## src/rtl/muldiv_pkg.sv

```systemverilog
// Shared constants and types for the RV32M multi-cycle multiply/divide unit.
package muldiv_pkg;

  localparam int XLEN_DEF = 32;

  localparam logic [6:0] OPC_RTYPE = 7'b0110011;
  localparam logic [6:0] F7_MULDIV = 7'b0000001;

  localparam logic [2:0] F3_MUL    = 3'b000;
  localparam logic [2:0] F3_MULH   = 3'b001;
  localparam logic [2:0] F3_MULHSU = 3'b010;
  localparam logic [2:0] F3_MULHU  = 3'b011;
  localparam logic [2:0] F3_DIV    = 3'b100;
  localparam logic [2:0] F3_DIVU   = 3'b101;
  localparam logic [2:0] F3_REM    = 3'b110;
  localparam logic [2:0] F3_REMU   = 3'b111;

  typedef enum logic [1:0] {IDLE, MUL, DIV, DONE} state_e;

  // MULHSU signs only rs1; MULHU/DIVU/REMU are fully unsigned.
  function automatic logic rs1_signed(input logic [2:0] f3);
    return (f3 == F3_MUL) || (f3 == F3_MULH) || (f3 == F3_MULHSU) ||
           (f3 == F3_DIV) || (f3 == F3_REM);
  endfunction

  function automatic logic rs2_signed(input logic [2:0] f3);
    return (f3 == F3_MUL) || (f3 == F3_MULH) || (f3 == F3_DIV) || (f3 == F3_REM);
  endfunction

endpackage

```

## src/rtl/muldiv_iter_step.sv

```systemverilog
// One combinational iteration: radix-2 shift-add multiply step (mode 0)
// or restoring divide step (mode 1) on the {acc, lo} register pair.
module muldiv_iter_step
  import muldiv_pkg::*;
#(
  parameter int XLEN = XLEN_DEF
) (
  input  logic            mode,
  input  logic [XLEN-1:0] acc,
  input  logic [XLEN-1:0] lo,
  input  logic [XLEN-1:0] opnd,
  output logic [XLEN-1:0] acc_nxt,
  output logic [XLEN-1:0] lo_nxt
);

  logic [XLEN:0]   sum;
  logic [XLEN:0]   rem_sh;
  logic [XLEN-1:0] diff;
  logic            ge;

  always_comb begin
    sum    = {1'b0, acc} + (lo[0] ? {1'b0, opnd} : '0);
    // remainder < divisor, so the shifted value needs one extra bit
    rem_sh = {acc, lo[XLEN-1]};
    ge     = rem_sh >= {1'b0, opnd};
    diff   = rem_sh[XLEN-1:0] - opnd;
    if (mode) begin
      acc_nxt = ge ? diff : rem_sh[XLEN-1:0];
      lo_nxt  = {lo[XLEN-2:0], ge};
    end else begin
      acc_nxt = sum[XLEN:1];
      lo_nxt  = {sum[0], lo[XLEN-1:1]};
    end
  end

endmodule

```

## src/rtl/ex_muldiv_seq.sv

```systemverilog
// RV32M multi-cycle sequencer: XLEN-iteration multiply / restoring divide.
// Optional MULDIV_PERF_CNT_EN adds perf_ops / perf_busy counters.
module ex_muldiv_seq
  import muldiv_pkg::*;
#(
  parameter int XLEN  = XLEN_DEF,
  parameter int CNT_W = 6
) (
  input  logic            clk,
  input  logic            rst,
  input  logic            in_valid,
  output logic            in_ready,
  input  logic [XLEN-1:0] rs1,
  input  logic [XLEN-1:0] rs2,
  input  logic [2:0]      funct3,
  input  logic            flush,
  output logic            out_valid,
  input  logic            out_ready,
  output logic [XLEN-1:0] result,
  output logic            ex_stall
`ifdef MULDIV_PERF_CNT_EN
  ,
  output logic [31:0]     perf_ops,
  output logic [31:0]     perf_busy
`endif
);

  localparam logic [XLEN-1:0]  SMIN     = {1'b1, {(XLEN-1){1'b0}}};
  localparam logic [CNT_W-1:0] LAST_ITR = CNT_W'(XLEN - 1);

  state_e            state_q, state_d;
  logic [CNT_W-1:0]  cnt_q, cnt_d;
  logic [XLEN-1:0]   acc_q, acc_d, lo_q, lo_d, opnd_q, opnd_d, res_q, res_d;
  logic [2:0]        f3_q, f3_d;
  logic              neg_q, neg_d, rs1_neg_q, rs1_neg_d;

  logic              fire, a_neg, b_neg, div_zero, div_ovf;
  logic [XLEN-1:0]   abs_a, abs_b, spec_res;
  logic [XLEN-1:0]   acc_nx, lo_nx, quot_fix, rem_fix, fix_res;
  logic [2*XLEN-1:0] prod_fix;

  assign in_ready  = (state_q == IDLE);
  assign ex_stall  = (state_q != IDLE);
  assign out_valid = (state_q == DONE);
  assign result    = res_q;
  assign fire      = in_ready && in_valid && !flush;

  muldiv_iter_step #(.XLEN(XLEN)) u_step (
    .mode    (state_q == DIV),
    .acc     (acc_q),
    .lo      (lo_q),
    .opnd    (opnd_q),
    .acc_nxt (acc_nx),
    .lo_nxt  (lo_nx)
  );

  // Accept-cycle operand conditioning and early-out detection
  always_comb begin
    a_neg    = rs1_signed(funct3) && rs1[XLEN-1];
    b_neg    = rs2_signed(funct3) && rs2[XLEN-1];
    abs_a    = a_neg ? -rs1 : rs1;
    abs_b    = b_neg ? -rs2 : rs2;
    div_zero = funct3[2] && (rs2 == '0);
    div_ovf  = funct3[2] && !funct3[0] && (rs1 == SMIN) && (rs2 == '1);
    if (div_zero) spec_res = funct3[1] ? rs1 : '1;
    else          spec_res = funct3[1] ? '0 : SMIN;
  end

  // Sign fix-up applied to the final iteration's outputs
  always_comb begin
    prod_fix = neg_q ? -{acc_nx, lo_nx} : {acc_nx, lo_nx};
    quot_fix = neg_q ? -lo_nx : lo_nx;
    rem_fix  = rs1_neg_q ? -acc_nx : acc_nx;
    case (f3_q)
      F3_MUL:                       fix_res = prod_fix[XLEN-1:0];
      F3_MULH, F3_MULHSU, F3_MULHU: fix_res = prod_fix[2*XLEN-1:XLEN];
      F3_DIV, F3_DIVU:              fix_res = quot_fix;
      default:                      fix_res = rem_fix;
    endcase
  end

  always_comb begin
    state_d   = state_q;
    cnt_d     = cnt_q;
    acc_d     = acc_q;
    lo_d      = lo_q;
    opnd_d    = opnd_q;
    res_d     = res_q;
    f3_d      = f3_q;
    neg_d     = neg_q;
    rs1_neg_d = rs1_neg_q;
    case (state_q)
      IDLE: begin
        if (fire) begin
          f3_d      = funct3;
          neg_d     = a_neg ^ b_neg;
          rs1_neg_d = a_neg;
          cnt_d     = '0;
          acc_d     = '0;
          if (div_zero || div_ovf) begin
            state_d = DONE;
            res_d   = spec_res;
          end else if (funct3[2]) begin
            state_d = DIV;
            lo_d    = abs_a;
            opnd_d  = abs_b;
          end else begin
            state_d = MUL;
            lo_d    = abs_b;
            opnd_d  = abs_a;
          end
        end
      end
      MUL, DIV: begin
        acc_d = acc_nx;
        lo_d  = lo_nx;
        cnt_d = cnt_q + CNT_W'(1);
        if (cnt_q == LAST_ITR) begin
          state_d = DONE;
          res_d   = fix_res;
        end
      end
      DONE: begin
        if (out_ready) begin
          state_d = IDLE;
          res_d   = '0;
        end
      end
      default: state_d = IDLE;
    endcase
    if (flush && state_q != IDLE) begin
      state_d = IDLE;
      res_d   = '0;
    end
  end

  always_ff @(posedge clk or posedge rst) begin
    if (rst) begin
      state_q   <= IDLE;
      cnt_q     <= '0;
      acc_q     <= '0;
      lo_q      <= '0;
      opnd_q    <= '0;
      res_q     <= '0;
      f3_q      <= '0;
      neg_q     <= 1'b0;
      rs1_neg_q <= 1'b0;
    end else begin
      state_q   <= state_d;
      cnt_q     <= cnt_d;
      acc_q     <= acc_d;
      lo_q      <= lo_d;
      opnd_q    <= opnd_d;
      res_q     <= res_d;
      f3_q      <= f3_d;
      neg_q     <= neg_d;
      rs1_neg_q <= rs1_neg_d;
    end
  end

`ifdef MULDIV_PERF_CNT_EN
  always_ff @(posedge clk or posedge rst) begin
    if (rst) begin
      perf_ops  <= '0;
      perf_busy <= '0;
    end else begin
      if (out_valid && out_ready) perf_ops <= perf_ops + 32'd1;
      if (ex_stall)               perf_busy <= perf_busy + 32'd1;
    end
  end
`endif

endmodule

```

## config.mk

```make
export PLATFORM = sky130hd
export DESIGN_NAME = ex_muldiv_seq
export DESIGN_NICKNAME = d
export VERILOG_FILES = /design/src/rtl/muldiv_pkg.sv /design/src/rtl/muldiv_iter_step.sv /design/src/rtl/ex_muldiv_seq.sv
export SDC_FILE = /design/constraint.sdc
export NUM_CORES = 1
export LEC_CHECK = 0
export CORE_MARGIN = 2
export CORE_UTILIZATION = 50
export CTS_BUF_LIST = sky130_fd_sc_hd__clkbuf_2
export CTS_CLUSTER_DIAMETER = 100
export CTS_CLUSTER_SIZE = 14
export DETAILED_ROUTE_END_ITERATION = 6
export PLACE_DENSITY = 0.69
export SLEW_MARGIN = 5
export SYNTH_ARGS = -nofsm -noshare
export SYNTH_HDL_FRONTEND = slang
export SYNTH_SLANG_ARGS = --single-unit
export TNS_END_PERCENT = 100
```

## constraint.sdc

```tcl
create_clock -name clk -period 6 [get_ports clk]
set_clock_uncertainty 0.15 [all_clocks]
set_input_delay 0.6 -clock clk [delete_from_list [all_inputs] [get_ports clk]]
set_output_delay 0.6 -clock clk [all_outputs]
set_load 0.1 [all_outputs]
```

==> results_dict.tcl <==
set metrics [dict create \
    arrival_ns 6.22 \
    routed_wl_um 72800 \
    worst_r2r_path_depth 19 \
    synth_top_family_by_area "compound AO/OA/AOI/OAI gates" \
    crit-reg2reg-launch "acc_q[23]" \
    antenna_found_initial 3 \
    hold_path_class "in2reg" \
    core_um2 32600 \
    firstDrtPassIters 6 \
    yosys.area_share.simple_pct 24.9 \
    num_vias 18600 \
    tns_ns 0 \
    htreeDepth 4 \
    drtAntennaViolNets 0 \
    syn_avg_cell_area_um2 7.32 \
    synth_area_um2 16600 \
    area_growth_syn_to_layout_pct 11.7 \
    clk_pin_slew_ns 0.28 \
    grt.overflow.total 0 \
    max_slew_margin_pct 31.0 \
    maxCapViolCount 0 \
    rows 66 \
    die_w_um 186 \
    postCtsSetupBuffers 0 \
    hold_start "funct3[2]" \
    cp_max_fo 11 \
    seq_area_frac_synth_pct 21.3 \
    period_share_pct 93.1 \
    tightestPinTransition_ns 1.03 \
    fill_cells 3206 \
    cts.sinks 141 \
    drt_iter0_drc 2044 \
    cts_buffers 17 \
    clockBufferDepth 2 \
    io_pins 107 \
    track_usage_pct 41.5 \
    design.die.area_um2 34700 \
    route.detailed.drc 0 \
    initial_core_util_pct 50.9 \
    status "completed" \
    synth_seq_cells 141 \
    rrSetupSlack_ns 0.41 \
    setup_viol 0 \
    grt_max_degree 96 \
    hold_viol 0 \
    required_ns 6.64 \
    grt_pass1_vias 17200 \
    cts_root_buf "clkbuf_2" \
    slew_viol_final 0 \
    final.min_clock_period_ns 5.59 \
    whs_path_depth 4 \
    rsz0062_at_grt "no" \
    viasPerCell 6.66 \
    fmax_ghz 0.179 \
    holdPathEnd "f3_q[2]" \
    cts_tree "done" \
    layout-drive-gt1-share_pct 7.90 \
    synthFlopType "dfrtp_1" \
    dieHeight_um 186 \
    max_stage_delay_ns 0.49 \
    synth-adder-area-share_pct 5.82 \
    gp_congestion 1.04 \
    cts-resized-gates 0 \
    r2r_end "result[22]" \
    dp_hpwl_um 57500 \
    yosys.cell_types.count 102 \
    synthMuxAreaShare_pct 4.14 \
    path_class "reg2reg" \
    crit_chain "ha_1 -> a21oi_1 -> o21ai_1 -> a221oi_2 -> o21a_1 -> a31o_2 -> ha_1 -> o21ai_0 -> or3_1 -> or2_2 -> nor3_1 -> buf_4 -> nand2_1 -> nor3_1 -> nand3_1 -> o41ai_1 -> xor2_1 -> o221ai_1 -> nand3_1" \
    yosysWarnings 0 \
    synth-compound-area-share_pct 29.8 \
    io_buffers 106 \
    synth_xor_area_share_pct 8.91 \
    final_nets 2476 \
    clkLatencyLatePin_ns 0.94 \
    syn_nets 2417 \
    crit_slowest_cell "dfrtp_1" \
    start_kind "flip-flop" \
    end_kind "flip-flop" \
    grt_pass1_wl_um 106000 \
    synth_edf_count 0 \
    ctsHoldBuffers 1 \
    async_reset_ff_share_pct 100 \
    routedWlPerCell_um 26.1 \
    netlist_instances 2269 \
]
synthesized netlist by cell type, types with 10 or more instances:
library cell	number	area (um2)
nand4_1	37	231
nand3_1	59	295
o221ai_1	16	140
dfrtp_1	141	3530
nor2_1	152	571
a21o_1	34	255
ha_1	74	926
or3_1	25	156
a221oi_1	12	105
and2_1	54	338
a211o_1	10	87.6
inv_1	70	263
xnor2_1	93	815
a21oi_1	165	826
nor2b_1	17	106
nor4_1	19	119
a21boi_0	15	113
o211ai_1	32	240
nand2_1	305	1140
a22o_1	13	114
a211oi_1	27	203
mux2i_1	53	531
a31oi_1	20	125
o31ai_1	26	195
o21a_1	12	90.1
or2_2	17	106
xor2_1	76	666
and3_1	14	87.6
o21ai_0	268	1340
o21ai_1	10	50.1
clkbuf_1	110	413
nor3_1	54	270
nand2b_1	16	100
mux2_2	14	158
or4_1	15	113
buf_2	16	80.1
cells by family (layout without fill, tap and decap cells):
kind of cell | count (synthesis) | in the layout
xor+xnor | 169 | 169
flops | 141 | 141
other cells | 0 | 3
simple gates | 838 | 838
buf+inv | 213 | 285
fa+ha+maj | 76 | 76
mux | 67 | 67
compound gates | 765 | 765
through the flow:
stage	setup slack [ns]	utilization (%)	instances	hold WS (ns)	area (um2)
6_report	0.412	56.9	2786	0.0896	18600
3_3_place_gp	0.655	55.9	2750	0.319	18200
4_1_cts	0.506	56.8	2783	0.0640	18500
3_5_place_dp	0.553	55.9	2750	0.323	18200
5_1_grt	0.149	56.9	2784	0.124	18500
2_1_floorplan	0.940	-	2269	0.312	16600
layout make-up:
cell class | count | area (um2) | share of cell area [%]
antenna | 3 | 7.51 | 0.0405
clock buffer | 18 | 90.1 | 0.486
clock inverter | 14 | 206 | 1.11
inverter | 72 | 275 | 1.48
multi-input combinational | 1915 | 12300 | 66.1
sequential | 141 | 3530 | 19.0
tap | 442 | 553 | 2.98
timing repair buffer | 181 | 1620 | 8.74
how the worst max path moves through the flow:
stage          startpoint    endpoint  slack (ns)  cells after the start
5_1_grt         acc_q[23]  result[22]        0.15                     19
2_1_floorplan   acc_q[23]  result[22]        0.94                     21
3_5_place_dp    acc_q[23]  result[22]        0.55                     19
3_3_place_gp    acc_q[23]  result[22]        0.65                     19
6_report        acc_q[23]  result[22]        0.41                     19
4_1_cts         acc_q[23]  result[22]        0.51                     19
worst max-delay path: cells and delay by family (launching register included):
kind | cells | cell delay [ns]
AOI/OAI and AO/OA | 8 | 2.36
and+or+nand+nor | 7 | 1.58
adders and majority gates | 2 | 0.63
DFF | 1 | 0.49
buffers and inverters | 1 | 0.15
xor gates and xnor gates | 1 | 0.11
registers in the layout (all words and copies together), names as in the netlist:
signal and flops:
acc_q 32, cnt_q 6, lo_q 32, state_q 2, neg_q 1, f3_q 3
opnd_q 32, rs1_neg_q 1, result 32
cell usage in the layout, fill, tap and decap left out, types with 9 or more instances in the layout:
cell             Yosys  final
a211o_1             10     10
a211oi_1            27     27
a21boi_0            15     15
a21o_1              34     34
a21oi_1            165    165
a221oi_1            12     12
a22o_1              13     13
a31oi_1             20     20
and2_1              54     55
and3_1              14     14
buf_4                2     74
clkbuf_2             1     18
clkdlybuf4s50_1      0    105
dfrtp_1            141    140
ha_1                74     73
inv_1               70     69
mux2_2              14     14
mux2i_1             53     53
nand2_1            305    305
nand2b_1            16     16
nand3_1             59     59
nand4_1             37     37
nor2_1             152    151
nor2b_1             17     17
nor3_1              54     54
nor3b_1              9      9
nor4_1              19     19
o211ai_1            32     32
o21a_1              12     12
o21ai_0            268    268
o21ai_1             10      9
o221ai_1            16     16
o31ai_1             26     26
o41ai_1              9      9
or2_2               17     17
or3_1               25     25
or4_1               15     15
xnor2_1             93     93
xor2_1              76     76
per-layer routing:
layer | vias to the layer above | track usage [%] | part of all wire [%]
met5 | - | 0 | 0
met4 | 0 | 28.4 | 7.6
met3 | 262 | 7.75 | 8.6
met2 | 1046 | 66.6 | 45
met1 | 8817 | 50.8 | 39
li1 | 8425 | - | -
Power is not shown: default switching activity piles up to over one toggle a cycle in this logic, so the estimate is an artifact.
